<file path="src/rtl/jk_seq_pkg.sv">
// jk_seq_pkg: op codes, FSM states and JK cell drive codes shared by the sequencer
package jk_seq_pkg;
  localparam logic [2:0] OP_NOP    = 3'd0;
  localparam logic [2:0] OP_CLEAR  = 3'd1;
  localparam logic [2:0] OP_SET    = 3'd2;
  localparam logic [2:0] OP_LOAD   = 3'd3;
  localparam logic [2:0] OP_TOGGLE = 3'd4;
  localparam logic [2:0] OP_CNT_UP = 3'd5;
  localparam logic [2:0] OP_CNT_DN = 3'd6;
  localparam logic [2:0] OP_RSVD   = 3'd7;
  typedef enum logic {ST_IDLE, ST_EXEC} state_t;
  localparam logic [1:0] JK_HOLD = 2'b00;
  localparam logic [1:0] JK_RST  = 2'b01;
  localparam logic [1:0] JK_SET  = 2'b10;
  localparam logic [1:0] JK_TGL  = 2'b11;
  function automatic logic [1:0] jk_code(input logic [2:0] op, input logic a, input logic up, input logic dn);
    return op == OP_CLEAR  ? JK_RST :
           op == OP_SET    ? JK_SET :
           op == OP_LOAD   ? (a ? JK_SET : JK_RST) :
           op == OP_TOGGLE ? (a ? JK_TGL : JK_HOLD) :
           op == OP_CNT_UP ? (up ? JK_TGL : JK_HOLD) :
           op == OP_CNT_DN ? (dn ? JK_TGL : JK_HOLD) : JK_HOLD;
  endfunction
endpackage

</file>
<file path="src/rtl/jk_reg_sequencer_if.sv">
// jk_reg_sequencer_if: command handshake and bank status bundle
interface jk_reg_sequencer_if #(parameter int WIDTH = 4, parameter int CNT_W = 8);
  logic             cmd_valid;
  logic             cmd_ready;
  logic [2:0]       cmd_op;
  logic [WIDTH-1:0] cmd_arg;
  logic [CNT_W-1:0] cmd_len;
  logic             abort;
  logic [WIDTH-1:0] q;
  logic             busy;
  logic             done;
  logic             err;
  modport master (output cmd_valid, cmd_op, cmd_arg, cmd_len, abort, input cmd_ready, q, busy, done, err);
  modport slave  (input cmd_valid, cmd_op, cmd_arg, cmd_len, abort, output cmd_ready, q, busy, done, err);
endinterface

</file>
<file path="src/rtl/jk_reg_sequencer_bit.sv">
// jk_bit: single JK flip-flop cell with async active-high reset
module jk_bit (
  input  logic clk,
  input  logic rst,
  input  logic j,
  input  logic k,
  output logic q,
  output logic qbar
);
  always_ff @(posedge clk or posedge rst)
    if (rst) q <= 1'b0;
    else     q <= j ? (k ? ~q : 1'b1) : (k ? 1'b0 : q);
  assign qbar = ~q;
endmodule

</file>
<file path="src/rtl/jk_reg_sequencer.sv">
// jk_reg_sequencer: command FSM sequencing the J/K drive of a bank of JK cells
module jk_reg_sequencer
  import jk_seq_pkg::*;
#(
  parameter int WIDTH = 4,
  parameter int CNT_W = 8
) (
  input logic clk,
  input logic rst,
  jk_reg_sequencer_if.slave bus
);
  state_t           state_q;
  logic [2:0]       op_q;
  logic [WIDTH-1:0] arg_q;
  logic [CNT_W-1:0] rem_q;
  logic             done_q, err_q;
  logic [WIDTH-1:0] q_s, qb_s, j_s, k_s, up_t, dn_t;
  logic             is_cnt, bad, abort_hit, step, last;
  assign is_cnt    = op_q == OP_CNT_UP || op_q == OP_CNT_DN;
  assign bad       = op_q == OP_RSVD || (is_cnt && rem_q == '0);
  assign abort_hit = is_cnt && bus.abort;
  assign step      = state_q == ST_EXEC && !bad && !abort_hit;
  assign last      = !is_cnt || bad || abort_hit || rem_q == CNT_W'(1);
  always_comb begin
    up_t = '0;
    dn_t = '0;
    j_s  = '0;
    k_s  = '0;
    up_t[0] = 1'b1;
    dn_t[0] = 1'b1;
    for (int i = 1; i < WIDTH; i++) begin
      up_t[i] = up_t[i-1] & q_s[i-1];
      dn_t[i] = dn_t[i-1] & qb_s[i-1];
    end
    for (int i = 0; i < WIDTH; i++)
      {j_s[i], k_s[i]} = step ? jk_code(op_q, arg_q[i], up_t[i], dn_t[i]) : JK_HOLD;
  end
  for (genvar g = 0; g < WIDTH; g++) begin : g_bit
    jk_bit u_bit (.clk(clk), .rst(rst), .j(j_s[g]), .k(k_s[g]), .q(q_s[g]), .qbar(qb_s[g]));
  end
  always_ff @(posedge clk or posedge rst)
    if (rst) begin
      state_q <= ST_IDLE;
      op_q    <= OP_NOP;
      arg_q   <= '0;
      rem_q   <= '0;
      done_q  <= 1'b0;
      err_q   <= 1'b0;
    end else begin
      done_q <= 1'b0;
      err_q  <= 1'b0;
      if (state_q == ST_IDLE) begin
        if (bus.cmd_valid) begin
          state_q <= ST_EXEC;
          op_q    <= bus.cmd_op;
          arg_q   <= bus.cmd_arg;
          rem_q   <= bus.cmd_len;
        end
      end else begin
        rem_q <= rem_q - 1'b1;
        if (last) begin
          state_q <= ST_IDLE;
          done_q  <= 1'b1;
          err_q   <= bad || abort_hit;
        end
      end
    end
  assign bus.cmd_ready = state_q == ST_IDLE && !rst;
  assign bus.busy      = state_q == ST_EXEC;
  assign bus.done      = done_q;
  assign bus.err       = err_q;
  assign bus.q         = q_s;
endmodule

</file>
<file path="src/flat_wrapper.sv">
// flat-port wrapper written by rule: the top's interface ports become plain ports
module jk_reg_sequencer_flat import jk_seq_pkg::*;
#(
  parameter int WIDTH = 4,
  parameter int CNT_W = 8
)
  (clk, rst, bus_cmd_valid, bus_cmd_op, bus_cmd_arg, bus_cmd_len, bus_abort, bus_cmd_ready, bus_q, bus_busy, bus_done, bus_err);
  jk_reg_sequencer_if #(.WIDTH(WIDTH), .CNT_W(CNT_W)) bus_i ();
  input logic clk;
  input logic rst;
  input wire logic [$bits(bus_i.cmd_valid)-1:0] bus_cmd_valid;
  input wire logic [$bits(bus_i.cmd_op)-1:0] bus_cmd_op;
  input wire logic [$bits(bus_i.cmd_arg)-1:0] bus_cmd_arg;
  input wire logic [$bits(bus_i.cmd_len)-1:0] bus_cmd_len;
  input wire logic [$bits(bus_i.abort)-1:0] bus_abort;
  output wire logic [$bits(bus_i.cmd_ready)-1:0] bus_cmd_ready;
  output wire logic [$bits(bus_i.q)-1:0] bus_q;
  output wire logic [$bits(bus_i.busy)-1:0] bus_busy;
  output wire logic [$bits(bus_i.done)-1:0] bus_done;
  output wire logic [$bits(bus_i.err)-1:0] bus_err;
  assign bus_i.cmd_valid = bus_cmd_valid;
  assign bus_i.cmd_op = bus_cmd_op;
  assign bus_i.cmd_arg = bus_cmd_arg;
  assign bus_i.cmd_len = bus_cmd_len;
  assign bus_i.abort = bus_abort;
  assign bus_cmd_ready = bus_i.cmd_ready;
  assign bus_q = bus_i.q;
  assign bus_busy = bus_i.busy;
  assign bus_done = bus_i.done;
  assign bus_err = bus_i.err;
  jk_reg_sequencer #(.WIDTH(WIDTH), .CNT_W(CNT_W)) u_core (.clk(clk), .rst(rst), .bus(bus_i));
endmodule
</file>
<file path="config.mk">
export PLATFORM = sky130hd
export DESIGN_NAME = jk_reg_sequencer_flat
export DESIGN_NICKNAME = d
export VERILOG_FILES = /design/src/rtl/jk_seq_pkg.sv /design/src/rtl/jk_reg_sequencer_if.sv /design/src/rtl/jk_reg_sequencer_bit.sv /design/src/rtl/jk_reg_sequencer.sv /design/src/flat_wrapper.sv
export SDC_FILE = /design/constraint.sdc
export NUM_CORES = 1
export LEC_CHECK = 0
export CORE_ASPECT_RATIO = 1.5
export CORE_UTILIZATION = 55
export CTS_BUF_LIST = sky130_fd_sc_hd__clkbuf_4 sky130_fd_sc_hd__clkbuf_8 sky130_fd_sc_hd__clkbuf_16
export DETAILED_ROUTE_END_ITERATION = 8
export PLACE_DENSITY = 0.93
export SYNTH_ARGS = -nofsm -noshare
export SYNTH_HDL_FRONTEND = slang
export SYNTH_SLANG_ARGS = --single-unit
export TNS_END_PERCENT = 1
</file>
<file path="constraint.sdc">
create_clock -name clk -period 3.2 [get_ports clk]
set_clock_uncertainty 0.1 [all_clocks]
set_input_delay 0.64 -clock clk [delete_from_list [all_inputs] [get_ports clk]]
set_output_delay 0.64 -clock clk [all_outputs]
set_load 0.01 [all_outputs]
</file>
* Yosys cells after proc, flatten, opt, wreduce, memory -nomap -nowiden
Cells that the tools add are included.
W data, S select, Z words.
** Storage, ports and cells
- Flip-flop bits (word level) :: 22
- Input bits :: 19
- Output and inout port bits :: 8
- Word-level logic and storage cells :: 113
** Cells by class
- Add/subtract/negate cells :: 1
- Equality and inequality tests :: 8
- Mux-type cells :: 63
- Bitwise operators :: 9
- Reduce and logical (&&, ||, !) cells :: 22
** Operators with widths (number)
- $mux W2 :: 42
- $mux W1 :: 19
- $mux W8 :: 2
- $eq A3 B3 Y1 const B :: 4
- $reduce_bool A2 Y1 :: 5
- $eq A8 B1 Y1 const B :: 1
- $logic_not A8 Y1 :: 1
- $sub A8 B1 Y8 const B :: 1
- $eq A3 B2 Y1 const B :: 2
- $logic_or A1 B1 Y1 :: 6
- $logic_and A1 B1 Y1 :: 5
- $not A1 Y1 :: 5
- $and A1 B1 Y1 :: 4
- $logic_not A1 Y1 :: 4
- $eq A3 B1 Y1 const B :: 1
- $reduce_and A2 Y1 :: 1

* Longest topological paths before layout
- Depth in word-level cells :: 13
- Gate-level depth with buffers :: 7

* Hierarchy
A second synthesis with hierarchy kept.
** Second synthesis, totals
- Cells, all modules :: 178
- Area total of the unflattened synthesis :: 1410.1 sq um
** By module, submodules not included
- jk_reg_sequencer :: instances 1, cells each 158, area an instance 1244.9 sq um, seq. area each 450.4 sq um
- jk_bit :: instances 4, cells each 5, area an instance 41.3 sq um, seq. area each 25.0 sq um

* Worst setup path before layout
No wires, ideal clock.
- Path kind :: flip-flop to output port
- From :: register u_core.state_q (netlist: u_core.bus.busy)
- To :: output bus_cmd_ready
- Arrival :: 0.952 ns
- Data required time :: 2.460 ns
- Path slack :: 1.508 ns
- Stages on the path, launching flop included :: 4
- Cell sequence :: dfrtp_1 buf_2 buf_1 nor2_1
** Between the ends
- Cells in the longest elaborated chain, start to end :: 2
** Ends and longest elaborated chain
- start, declared :: line jk_reg_sequencer.sv:12 : state_t state_q;
- start signal, assigned :: line jk_reg_sequencer.sv:43 : state_q <= ST_IDLE;
- start signal, assigned :: line jk_reg_sequencer.sv:54 : state_q <= ST_EXEC;
- start signal, assigned :: line jk_reg_sequencer.sv:62 : state_q <= ST_IDLE;
- $not A1 Y1 (no line)
- $logic_and A1 B1 Y1 :: line jk_reg_sequencer.sv:68 : assign bus.cmd_ready = state_q == ST_IDLE && !rst;
- end, declared :: line flat_wrapper.sv:16 : output wire logic [$bits(bus_i.cmd_ready)-1:0] bus_cmd_ready;
No other way between the ends.

* Worst setup path in the final report
- From :: register u_core.state_q (netlist: u_core.bus.busy)
- To :: output bus_busy
** RTL lines
- end, declared :: line flat_wrapper.sv:18 : output wire logic [$bits(bus_i.busy)-1:0] bus_busy;
No word-level cell between the ends.

==> results.txt <==
* Predominant post-synthesis flop cell: sky130_fd_sc_hd__dfrtp_1
* PnR worst setup slack: 0.744 ns
* Unrepaired setup endpoints after global routing: false
- In the global route stage, overall resource usage came out at 0.272.
* Post-synthesis simple-gate area fraction: 0.266
- In this run, distinct cell masters in the synthesized netlist total 45.
* Setup TNS: 0 ns
- At the end of the flow, the number of nets in the layout was 216.
* Logic pwr share: 0.380
- At the pin with the least slew margin, the transition time is between 0.8 and 0.9 ns.
- Post-CTS sizing: 0
- Effective utilization at floorplan: 0.582
- Of the total power, the share spent switching nets is 0.410.
- Dpl hpwl: roughly 2.5 mm
- Post-layout minimum cycle time: approximately 2.5 ns
* Count of standard-cell rows: 22
- The number of hold buffers added after CTS was 0.
- The number of nets in the synthesized netlist is ~200.
- I/O pin count: 27
- For this run the aggregate overflow at the end of global routing stands at 0.
- The critical path is of the register to output port type.
- Counting both buffers and inverters, the worst setup path holds a total of 1.
- Gate count of the mapped netlist: 176
- In this run the mean area of a mapped cell was between 8 and 9 sq um.
- The worst setup path is captured at an output port.
- The die covers 0.00281 sq mm.
- Derived from the worst setup path, the maximum achievable clock frequency is just over 0.4 GHz.
- Clock root buffer: sky130_fd_sc_hd__clkbuf_4
- In this run the deepest clock path goes through 2 buffers.
* 1st-iter DRT viols: 74
- In this run, synthesis produced a sequential element count of 22.
- The routed design has 3.45 mm of wire.
- Area share of the largest cell type after synthesis: 0.386
- In the finished design, the share of the clock period the worst path needs comes to 0.768.
- Reported net switching power: 0.000426 W
- Across the run, the number of max-cap violations was 0.
- Of the total power, registers draw 0.466.
- Dominant combinational cell family by area after synthesis: simple AND/OR/NAND/NOR gates
- Measured along the x axis, the die boundary spans roughly 44 um.
* Total power consumption of the routed design: ~0.0010 W
- CP Cell Sequence: clkdlybuf4s50_1
* Peak ir drop on the vdd network: 0.392 mV
* Delay of the slowest cell on the worst path: roughly 0.74 ns
- The first global-routing pass estimated about 5.8 mm of wire.
- Number of buffers inserted by post-CTS setup repair: 0
* Kind of start point of the critical path: register
- Measured against the total synthesized area, the mux share comes to 0.00702.
- The detail route stage leaves a number of antenna-violating nets equal to 0.
* Placer Congestion: between 0.8 and 0.9
- Buffers placed on the I/O ports in this run total 26.
- WP data required: roughly 2.5 ns
* Post-synthesis instance area: approximately 0.0014 sq mm
* Minimum setup slack after placement: between 0.7 and 0.8 ns
- Number of antenna violations at the first check in global routing: 0
* Final antenna diode count: 0
- In this run the number of H-tree levels came out at 1.
- Of the total synthesized cell area, the portion taken by full adders, half adders and majority gates is 0.0342.
- Along the worst path, the maximum fanout reaches 19.
* Die boundary height: about 64 um
* Final setup violation count: 0
- The pre-antenna-repair detailed-routing pass consisted of 9 iterations.
- The core region is 0.00245 sq mm.
- Relative to the synthesized area, the layout overhead comes to 18.1%.
* Number of buffers inserted during clock tree synthesis: 3
- In this run the power density over the cells is about 620 mW/mm^2.
* Worst-Skew Late Latency: around 0.32 ns
* Signal arrival time at the worst endpoint: about 1.7 ns
- Of all cell types, the one taking the most synthesized area is sky130_fd_sc_hd__dfrtp_1.
* Sequential element share of the synthesized area: 0.386
- Synth top area cells: sky130_fd_sc_hd__dfrtp_1 (39%), sky130_fd_sc_hd__nand2_1 (8.4%), sky130_fd_sc_hd__nor2_1 (4.5%)
* Average wire per standard cell: between 15 and 20 um
- The checks that failed: DRC.
- For this run, asynchronously set or reset flops after synthesis account for 1.00.
- Clock-pin slew was measured on the worst setup and hold paths at 0.13 ns.
- The slowest stage of the critical path belongs to the cell sky130_fd_sc_hd__dfrtp_1.
* Max transition margin: 0.416
- Pin count of the biggest net entering global routing: 23
- Of the total synthesized cell area, the portion taken by XOR and XNOR cells is 0.0123.
* Vias: roughly 1400
- In the routed design, unresolved DRC markers number 6.
- Lkg Pwr: around 0.73 nW
- Most used cells in the layout excluding fill and tap cells: sky130_fd_sc_hd__nand2_1 (32), sky130_fd_sc_hd__clkdlybuf4s50_1 (26), sky130_fd_sc_hd__dfrtp_1 (22), sky130_fd_sc_hd__nor2_1 (17), sky130_fd_sc_hd__a21oi_1 (11)
* Portion of total power attributed to the clock network: 0.154
- Leaving out fill and tap cells, the most frequent cell in the layout is sky130_fd_sc_hd__nand2_1.
- Run status: complete, but fails checks
- Synthesized-area fraction occupied by ao, oa, aoi and oai cells: 0.220
- The number of hold violations in the final report was 0.
- TritonCTS built the clock tree.
- Layout cell share with drive strength beyond 1: 0.0622
* Routed via count divided by cell count: 6.26
- The clock drives 22 sinks.
- Fillers: approximately 190
- The count of final max-slew check failures is 0.
- Yosys mapped a number of flops with a built-in enable equal to 0.
- Via count of the first global-routing pass: around 1300
- During synthesis, Yosys emitted a total of 0 warnings.
- Grouping stages by cell kind, the critical path spends the most delay in flip-flops.
- The tightest min-delay check is of the register to register type.
- Cell internal pwr: between 0.0006 and 0.0007 W
==> cell usage after synthesis, drive strengths merged (3+ instances only) <==
master  count
nand3       7
nand2b      3
o211a       3
nand3b      3
o21ai      11
nor3        9
ha          3
buf        12
nor2       17
a21oi      11
inv         8
nand2      32
dfrtp      22
nor2b       4
==> stage by stage <==
step / hold WS [ns] / instances / area, sq um / util
floorplan: 0.383 / 176 / 1430 / -
finish: 0.455 / 217 / 1680 / 0.687
global route: 0.491 / 217 / 1680 / 0.687
detailed placement: 0.426 / 213 / 1650 / 0.673
CTS: 0.454 / 217 / 1680 / 0.687
global placement: 0.413 / 213 / 1650 / 0.673
==> cell families (layout without fill, tap and decap cells) <==
logic type                 count (synthesis)  count (layout)
xor gates and xnor gates                   2               2
DFF                                       22              22
muxes                                      1               1
adders and majority gates                  4               4
AOI/OAI and AO/OA                         45              45
buffers and inverters                     22              39
and+or+nand+nor                           80              80
==> power by group through the flow <==
| stage | logic (W) | registers [W] | clock network (W) |
|---|---|---|---|
| final | 0.000395 | 0.000485 | 0.000161 |
| after global routing | 0.000434 | 0.000499 | 0.000171 |
| after CTS | 0.000391 | 0.000479 | 0.000163 |
| after detailed placement | 0.000390 | 0.000485 | 0 |
| after global placement | 0.000365 | 0.000472 | 0 |
| after floorplan | 0.000345 | 0.000412 | 0 |
==> cell type report <==
type | count | area [sq um] | share of cell area
Inverter | 8 | 30.0 | 0.0178
Tap cell | 24 | 30.0 | 0.0178
Timing Repair Buffer | 27 | 268 | 0.159
Sequential cell | 22 | 551 | 0.327
Clock buffer | 4 | 36.3 | 0.0215
Multi-Input combinational cell | 132 | 769 | 0.457
==> metal layers <==
| metal | vias to the layer above | wire [um] | global-route usage |
|---|---|---|---|
| met3 | 10 | 148 | 0.0198 |
| met2 | 62 | 1900 | 0.481 |
| met4 | 0 | 90 | 0.129 |
| li1 | 644 | - | - |
| met5 | - | 0 | 0 |
| met1 | 643 | 1310 | 0.321 |
==> worst paths after layout <==
kind	slack (ns)	depth (start not counted)	endpoint	startpoint
max	0.74	1	bus_busy	u_core.bus.busy$_DFF_PP0_
min	0.46	2	u_core.arg_q[3]$_DFFE_PP0P_	u_core.arg_q[3]$_DFFE_PP0P_
max reg2reg	1.20	5	u_core.g_bit[2].u_bit.q$_DFFE_PP0P_	u_core.op_q[1]$_DFFE_PP0P_
min reg2reg	0.46	2	u_core.arg_q[3]$_DFFE_PP0P_	u_core.arg_q[3]$_DFFE_PP0P_
max in group asynchronous	1.74	2	u_core.op_q[0]$_DFFE_PP0P_	rst
min in group asynchronous	0.72	2	u_core.rem_q[4]$_DFFE_PP0P_	rst
==> state kept, by name (all words and copies together) (netlist names) <==
name and count:
u_core.arg_q 4, u_core.bus.busy 1, u_core.bus.done 1, u_core.bus.err 1, u_core.g_bit.u_bit.q 4, u_core.op_q 3, u_core.rem_q 8
No activity file was read; power rests on OpenSTA's default activity.
